===== config.mk =====
export PLATFORM = sky130hd
export DESIGN_NAME = multicycle_control_fsm_flat
export DESIGN_NICKNAME = d
export VERILOG_FILES = /design/src/rtl/multicycle_control_fsm_if.sv /design/src/rtl/multicycle_control_fsm.sv /design/src/flat_wrapper.sv
export SDC_FILE = /design/constraint.sdc
export NUM_CORES = 1
export LEC_CHECK = 0
export ABC_AREA = 1
export CAP_MARGIN = 20
export CORE_MARGIN = 4
export CORE_UTILIZATION = 50
export CTS_CLUSTER_SIZE = 24
export DETAILED_ROUTE_END_ITERATION = 8
export PLACE_DENSITY = 0.8
export SLEW_MARGIN = 20
export SYNTH_ARGS = -nofsm -noshare
export SYNTH_HDL_FRONTEND = slang
export SYNTH_SLANG_ARGS = --single-unit

===== constraint.sdc =====
create_clock -name Clock -period 1.7 [get_ports Clock]
set_clock_uncertainty 0.05 [all_clocks]
set_input_delay 0.17 -clock Clock [delete_from_list [all_inputs] [get_ports Clock]]
set_output_delay 0.17 -clock Clock [all_outputs]
set_load 0.01 [all_outputs]

===== src/rtl/multicycle_control_fsm_if.sv =====
// Control bundle between the multicycle sequencer and the MIPS datapath/memory.
// Pure wiring, no latency.
// No backpressure of its own; memory stalls ride on MemReady.
interface multicycle_control_fsm_if #(
    parameter int CNT_W = 16
);
    logic [5:0]       Opcode;
    logic             MemReady;
    logic             PCWrite;
    logic             PCWriteCond;
    logic             IorD;
    logic             MemRead;
    logic             MemWrite;
    logic             IRWrite;
    logic             MemToReg;
    logic             RegDst;
    logic             RegWrite;
    logic             ALUSrcA;
    logic [1:0]       ALUSrcB;
    logic [1:0]       ALUOp;
    logic [1:0]       PCSource;
    logic [3:0]       State;
    logic             Trap;
    logic [CNT_W-1:0] InstrCount;

    // Datapath side: supplies the IR opcode and memory completion, consumes controls.
    modport master (
        output Opcode, MemReady,
        input  PCWrite, PCWriteCond, IorD, MemRead, MemWrite, IRWrite,
        input  MemToReg, RegDst, RegWrite, ALUSrcA, ALUSrcB, ALUOp, PCSource,
        input  State, Trap, InstrCount
    );

    // Sequencer side.
    modport slave (
        input  Opcode, MemReady,
        output PCWrite, PCWriteCond, IorD, MemRead, MemWrite, IRWrite,
        output MemToReg, RegDst, RegWrite, ALUSrcA, ALUSrcB, ALUOp, PCSource,
        output State, Trap, InstrCount
    );
endinterface


===== src/rtl/multicycle_control_fsm.sv =====
// Multicycle MIPS control sequencer: fetch/decode/execute/memory/writeback with trap and retire count.
// Moore outputs decoded from the state register; FETCH PCWrite/IRWrite are combinational on MemReady.
// Memory states hold until MemReady; a watchdog traps after TIMEOUT consecutive not-ready cycles.
module multicycle_control_fsm #(
    parameter int          CNT_W   = 16,
    parameter int unsigned TIMEOUT = 255
) (
    input  logic                     Clock,
    input  logic                     Reset_n,
    multicycle_control_fsm_if.slave  bus
);
    typedef enum logic [3:0] {
        FETCH     = 4'd0,
        DECODE    = 4'd1,
        MEM_ADDR  = 4'd2,
        MEM_READ  = 4'd3,
        MEM_WB    = 4'd4,
        MEM_WRITE = 4'd5,
        R_EXEC    = 4'd6,
        R_WB      = 4'd7,
        BRANCH    = 4'd8,
        JUMP      = 4'd9,
        I_EXEC    = 4'd10,
        I_WB      = 4'd11,
        TRAP      = 4'd12
    } state_t;

    localparam logic [5:0] OP_RTYPE = 6'b000000;
    localparam logic [5:0] OP_J     = 6'b000010;
    localparam logic [5:0] OP_BEQ   = 6'b000100;
    localparam logic [5:0] OP_ADDI  = 6'b001000;
    localparam logic [5:0] OP_SLTI  = 6'b001010;
    localparam logic [5:0] OP_ANDI  = 6'b001100;
    localparam logic [5:0] OP_ORI   = 6'b001101;
    localparam logic [5:0] OP_LW    = 6'b100011;
    localparam logic [5:0] OP_SW    = 6'b101011;

    // Watchdog wide enough to hold TIMEOUT itself; TIMEOUT of 0 keeps it idle.
    localparam int              WD_W   = (TIMEOUT < 2) ? 1 : $clog2(TIMEOUT + 1);
    localparam logic [WD_W-1:0] WD_LIM = WD_W'((TIMEOUT == 0) ? 0 : TIMEOUT - 1);

    state_t           state;
    logic [5:0]       op_q;
    logic [WD_W-1:0]  wd_cnt;
    logic [CNT_W-1:0] instr_cnt;
    logic             mem_wait_st;
    logic             wd_expire;

    // A stall cycle that would make TIMEOUT consecutive misses; MemReady in that cycle still completes.
    assign mem_wait_st = (state == FETCH) || (state == MEM_READ) || (state == MEM_WRITE);
    assign wd_expire   = (TIMEOUT != 0) && mem_wait_st && !bus.MemReady && (wd_cnt == WD_LIM);

    // Sequencer: next state, opcode latch, watchdog and retire counter.
    always_ff @(posedge Clock or negedge Reset_n) begin
        if (!Reset_n) begin
            state     <= FETCH;
            op_q      <= '0;
            wd_cnt    <= '0;
            instr_cnt <= '0;
        end else begin
            if ((TIMEOUT != 0) && mem_wait_st && !bus.MemReady && !wd_expire)
                wd_cnt <= wd_cnt + WD_W'(1);
            else
                wd_cnt <= '0;

            case (state)
                FETCH: begin
                    if (bus.MemReady)   state <= DECODE;
                    else if (wd_expire) state <= TRAP;
                end
                DECODE: begin
                    op_q <= bus.Opcode;
                    case (bus.Opcode)
                        OP_LW, OP_SW:                      state <= MEM_ADDR;
                        OP_RTYPE:                          state <= R_EXEC;
                        OP_BEQ:                            state <= BRANCH;
                        OP_J:                              state <= JUMP;
                        OP_ADDI, OP_ANDI, OP_ORI, OP_SLTI: state <= I_EXEC;
                        default:                           state <= TRAP;
                    endcase
                end
                MEM_ADDR: state <= (op_q == OP_SW) ? MEM_WRITE : MEM_READ;
                MEM_READ: begin
                    if (bus.MemReady)   state <= MEM_WB;
                    else if (wd_expire) state <= TRAP;
                end
                MEM_WRITE: begin
                    if (bus.MemReady) begin
                        state     <= FETCH;
                        instr_cnt <= instr_cnt + CNT_W'(1);
                    end else if (wd_expire) begin
                        state <= TRAP;
                    end
                end
                MEM_WB, R_WB, BRANCH, JUMP, I_WB: begin
                    state     <= FETCH;
                    instr_cnt <= instr_cnt + CNT_W'(1);
                end
                R_EXEC: state <= R_WB;
                I_EXEC: state <= I_WB;
                TRAP:   state <= TRAP;
                default: state <= TRAP;
            endcase
        end
    end

    logic       pc_write, pc_write_cond, i_or_d, mem_read, mem_write, ir_write;
    logic       mem_to_reg, reg_dst, reg_write, alu_src_a;
    logic [1:0] alu_src_b, alu_op, pc_source;

    // Control decode from the current state; FETCH load strobes wait for MemReady and are killed in reset.
    always_comb begin
        pc_write      = 1'b0;
        pc_write_cond = 1'b0;
        i_or_d        = 1'b0;
        mem_read      = 1'b0;
        mem_write     = 1'b0;
        ir_write      = 1'b0;
        mem_to_reg    = 1'b0;
        reg_dst       = 1'b0;
        reg_write     = 1'b0;
        alu_src_a     = 1'b0;
        alu_src_b     = 2'b00;
        alu_op        = 2'b00;
        pc_source     = 2'b00;
        case (state)
            FETCH: begin
                mem_read  = 1'b1;
                alu_src_b = 2'b01;
                pc_write  = bus.MemReady & Reset_n;
                ir_write  = bus.MemReady & Reset_n;
            end
            DECODE:    alu_src_b = 2'b11;
            MEM_ADDR: begin
                alu_src_a = 1'b1;
                alu_src_b = 2'b10;
            end
            MEM_READ: begin
                mem_read = 1'b1;
                i_or_d   = 1'b1;
            end
            MEM_WB: begin
                reg_write  = 1'b1;
                mem_to_reg = 1'b1;
            end
            MEM_WRITE: begin
                mem_write = 1'b1;
                i_or_d    = 1'b1;
            end
            R_EXEC: begin
                alu_src_a = 1'b1;
                alu_op    = 2'b10;
            end
            R_WB: begin
                reg_write = 1'b1;
                reg_dst   = 1'b1;
            end
            BRANCH: begin
                alu_src_a     = 1'b1;
                alu_op        = 2'b01;
                pc_write_cond = 1'b1;
                pc_source     = 2'b01;
            end
            JUMP: begin
                pc_write  = 1'b1;
                pc_source = 2'b10;
            end
            I_EXEC: begin
                alu_src_a = 1'b1;
                alu_src_b = 2'b10;
                alu_op    = 2'b11;
            end
            I_WB:    reg_write = 1'b1;
            default: ;
        endcase
    end

    assign bus.PCWrite     = pc_write;
    assign bus.PCWriteCond = pc_write_cond;
    assign bus.IorD        = i_or_d;
    assign bus.MemRead     = mem_read;
    assign bus.MemWrite    = mem_write;
    assign bus.IRWrite     = ir_write;
    assign bus.MemToReg    = mem_to_reg;
    assign bus.RegDst      = reg_dst;
    assign bus.RegWrite    = reg_write;
    assign bus.ALUSrcA     = alu_src_a;
    assign bus.ALUSrcB     = alu_src_b;
    assign bus.ALUOp       = alu_op;
    assign bus.PCSource    = pc_source;
    assign bus.State       = state;
    assign bus.Trap        = (state == TRAP);
    assign bus.InstrCount  = instr_cnt;
endmodule

===== src/flat_wrapper.sv =====
// flat-port wrapper written by rule: the top's interface ports become plain ports
module multicycle_control_fsm_flat 
#(
    parameter int          CNT_W   = 16,
    parameter int unsigned TIMEOUT = 255
)
  (Clock, Reset_n, bus_Opcode, bus_MemReady, bus_PCWrite, bus_PCWriteCond, bus_IorD, bus_MemRead, bus_MemWrite, bus_IRWrite, bus_MemToReg, bus_RegDst, bus_RegWrite, bus_ALUSrcA, bus_ALUSrcB, bus_ALUOp, bus_PCSource, bus_State, bus_Trap, bus_InstrCount);
  multicycle_control_fsm_if #(.CNT_W(CNT_W)) bus_i ();
  input  logic Clock;
  input  logic Reset_n;
  input wire logic [$bits(bus_i.Opcode)-1:0] bus_Opcode;
  input wire logic [$bits(bus_i.MemReady)-1:0] bus_MemReady;
  output wire logic [$bits(bus_i.PCWrite)-1:0] bus_PCWrite;
  output wire logic [$bits(bus_i.PCWriteCond)-1:0] bus_PCWriteCond;
  output wire logic [$bits(bus_i.IorD)-1:0] bus_IorD;
  output wire logic [$bits(bus_i.MemRead)-1:0] bus_MemRead;
  output wire logic [$bits(bus_i.MemWrite)-1:0] bus_MemWrite;
  output wire logic [$bits(bus_i.IRWrite)-1:0] bus_IRWrite;
  output wire logic [$bits(bus_i.MemToReg)-1:0] bus_MemToReg;
  output wire logic [$bits(bus_i.RegDst)-1:0] bus_RegDst;
  output wire logic [$bits(bus_i.RegWrite)-1:0] bus_RegWrite;
  output wire logic [$bits(bus_i.ALUSrcA)-1:0] bus_ALUSrcA;
  output wire logic [$bits(bus_i.ALUSrcB)-1:0] bus_ALUSrcB;
  output wire logic [$bits(bus_i.ALUOp)-1:0] bus_ALUOp;
  output wire logic [$bits(bus_i.PCSource)-1:0] bus_PCSource;
  output wire logic [$bits(bus_i.State)-1:0] bus_State;
  output wire logic [$bits(bus_i.Trap)-1:0] bus_Trap;
  output wire logic [$bits(bus_i.InstrCount)-1:0] bus_InstrCount;
  assign bus_i.Opcode = bus_Opcode;
  assign bus_i.MemReady = bus_MemReady;
  assign bus_PCWrite = bus_i.PCWrite;
  assign bus_PCWriteCond = bus_i.PCWriteCond;
  assign bus_IorD = bus_i.IorD;
  assign bus_MemRead = bus_i.MemRead;
  assign bus_MemWrite = bus_i.MemWrite;
  assign bus_IRWrite = bus_i.IRWrite;
  assign bus_MemToReg = bus_i.MemToReg;
  assign bus_RegDst = bus_i.RegDst;
  assign bus_RegWrite = bus_i.RegWrite;
  assign bus_ALUSrcA = bus_i.ALUSrcA;
  assign bus_ALUSrcB = bus_i.ALUSrcB;
  assign bus_ALUOp = bus_i.ALUOp;
  assign bus_PCSource = bus_i.PCSource;
  assign bus_State = bus_i.State;
  assign bus_Trap = bus_i.Trap;
  assign bus_InstrCount = bus_i.InstrCount;
  multicycle_control_fsm #(.CNT_W(CNT_W), .TIMEOUT(TIMEOUT)) u_core (.Clock(Clock), .Reset_n(Reset_n), .bus(bus_i));
endmodule

==> run metrics <==
Die Area=0.00529 sq mm; Synth Area in Adders=0.0179; Cell Pwr Density=1430 mW/mm^2; FF/Latch Area=853 sq um; final hold slack=0.329 ns; mapped cell area=0.00210 sq mm; Seq/Total Area, Yosys=0.406; global-route wire length before repair=8720 microns; Lkg Pwr=0.00144 uW; Slew HR=0.713; core area=0.00403 sq mm; Synth Area per Inst=7.28 sq um; Detailed Route Iter0 Violations=152; hpwl dp=3850 microns; crit path kind=reg2out; critical path required time=1.48 ns; root buf cell=clkbuf_8; final std cells w/o fill=411; drt via density=5.10; Max VDD drop=0.713 mV; Final Critical Period=1.64 ns; area of the multi-input gates=0.00109 sq mm; CP Capture Type=output pin; vias=2098; crit-path cells=buf_4, nand2_2, inv_1, nand2_2, nand2_1, dlygate4sd2_1; CP Launch Type=flop; Die Height=72.8 microns; CTS Sinks=34; Distinct cells, synth=29; cts bufs inserted=5; Nets=373; vias in the first global route=1960; Placement Rows=23; Port Buffers=45; gpl congestion=0.881; most common cell after layout, fill and taps aside=nand2_1; largest family of logic cells by synthesized area=simple AND/OR/NAND/NOR gates; clk buf depth=2; xor and xnor area share after synthesis=0.0621; Clock Latency Late Sink=0.28 ns; CTS tree=built; DP Cell Count=402; fillers=336; maxcap violations=0; CP peak stage delay=0.44 ns; actual slew at the worst max-slew pin=0.431 ns; cts hold-fix bufs=0; reg2reg setup slack=0.10 ns; Mapped Cells=288; Compound-Gate Fraction of Synth Area=0.0662; simple-gate share of the synthesized area=0.354; final worst path period share=0.964; arrival time worst endpoint=1.42 ns; CP max stage cell=dfrtp_2; area grow syn2layout=35.4%; clk slew on worst S/H paths=0.07 ns; GRT Util Overall=0.209; drt pass-1 iters=4; Syn Nets=300; multiplexer share of the synthesized area=0; Die Span X=72.8 microns; H-Tree Depth=2; total gr overflow=0; Setup TNS=0 ns; Starting Density=0.520; share of flip-flops with an asynchronous set or reset=1.00; Post-synth EDFFs=0; fraction of layout cells with a size suffix above 1=0.186; DR WL/cell=12.4 microns; most used cell, CP=nand2_2; most frequent cells in the layout=nand2_1 (70), nor2_1 (41), inv_1 (35), dfrtp_1 (32), clkdlybuf4s50_1 (28); Ys Warns=0; antenna-violating nets left=0; initial antenna violation count=0; Max Freq=610 MHz; status=finished, final reports clean; Inserted Diodes=0; crit-path max FO=5; DR DRC count=0; Final Hold Fails=0; largest net degree at the start of global routing=35; Hold Path Class=in2async; I/O pins=46; endpoints failing setup=0; Main synth FF type=dfrtp_1; Yosys reg bits=34; total wire length=5110 microns; Max Slew Vio Count=0; total power=4060 uW
worst paths after layout:
| kind | to | cells after the start | startpoint |
|---|---|---|---|
| worst max-delay path | bus_MemRead | 6 | u_core.bus.State[0] |
| worst min-delay path | u_core.op_q[4] | 2 | Reset_n |
| worst max register to register | u_core.bus.InstrCount[2] | 7 | u_core.bus.State[1] |
| worst min register to register | u_core.op_q[0] | 2 | u_core.op_q[0] |
| max in group asynchronous | u_core.bus.State[2] | 2 | Reset_n |
| min in group Clock | u_core.op_q[0] | 2 | u_core.op_q[0] |
cells by family after synthesis:
family	Yosys count
xor gates and xnor gates	14
adders and majority gates	3
and+or+nand+nor	166
buffers and inverters	45
DFF	34
AOI/OAI and AO/OA	26
state kept, by name (all words and copies together) (netlist names):
signal                 cells
u_core.wd_cnt              8
u_core.op_q                6
u_core.bus.InstrCount     16
u_core.bus.State           4
report_power, final:
| group | switching [uW] | internal (uW) | leakage, uW |
|---|---|---|---|
| combinational | 1260 | 992 | 0.000966 |
| clock | 274 | 282 | 0.0000383 |
| sequential | 205 | 1040 | 0.000435 |
| total | 1740 | 2320 | 0.00144 |
per-layer routing:
metal / wire, microns / global-route usage / vias to the layer above
met3: 300 / 0.0455 / 4
li1: - / - / 1047
met4: 65 / 0.0717 / 0
met2: 2400 / 0.334 / 78
met5: 0 / 0 / -
met1: 2350 / 0.281 / 969
cells in the mapped netlist, types with 2 or more instances:
| cell | n | area (sq um) |
|---|---|---|
| nand2_1 | 74 | 278 |
| ha_1 | 3 | 37.5 |
| o22ai_1 | 2 | 12.5 |
| nor2_2 | 2 | 12.5 |
| inv_2 | 5 | 18.8 |
| nand2_2 | 5 | 31.3 |
| a21oi_1 | 3 | 15.0 |
| a31oi_1 | 2 | 12.5 |
| o21ai_0 | 17 | 85.1 |
| nand3_1 | 20 | 100 |
| nand2_4 | 3 | 33.8 |
| xor2_1 | 12 | 105 |
| nor3_1 | 5 | 25.0 |
| nand4_1 | 8 | 50.1 |
| nor2_4 | 2 | 22.5 |
| inv_1 | 35 | 131 |
| nor2_1 | 45 | 169 |
| dfrtp_1 | 34 | 851 |
timing repair:
action                     in CTS  in global routing
resized for setup              25                 21
pin swaps                       0                  1
buffers inserted                2                  0
setup endpoints to repair      17                 27
gates cloned                    0                  0
area by class of cell:
class / instances / area share
inverters: 42 / 0.0560
clock buffers: 7 / 0.0269
multi-input cells: 209 / 0.383
repair buffers: 69 / 0.211
well taps: 50 / 0.0220
flip-flops and latches: 34 / 0.301
through the flow:
step | utilization | area [sq um] | setup slack [ns]
after floorplan | - | 2100 | 0.216
after global placement | 0.679 | 2740 | 0.0279
after detailed placement | 0.679 | 2740 | -0.00868
after CTS | 0.698 | 2810 | 0.00573
after global routing | 0.705 | 2840 | -0.0161
final | 0.705 | 2840 | 0.0608
worst max-delay path: cells and delay by family, from the launching register on:
kind	cells	cell delay (ns)
simple gates	3	0.22
buf+inv	3	0.49
flops	1	0.44
(Power assumes the default switching activity.)
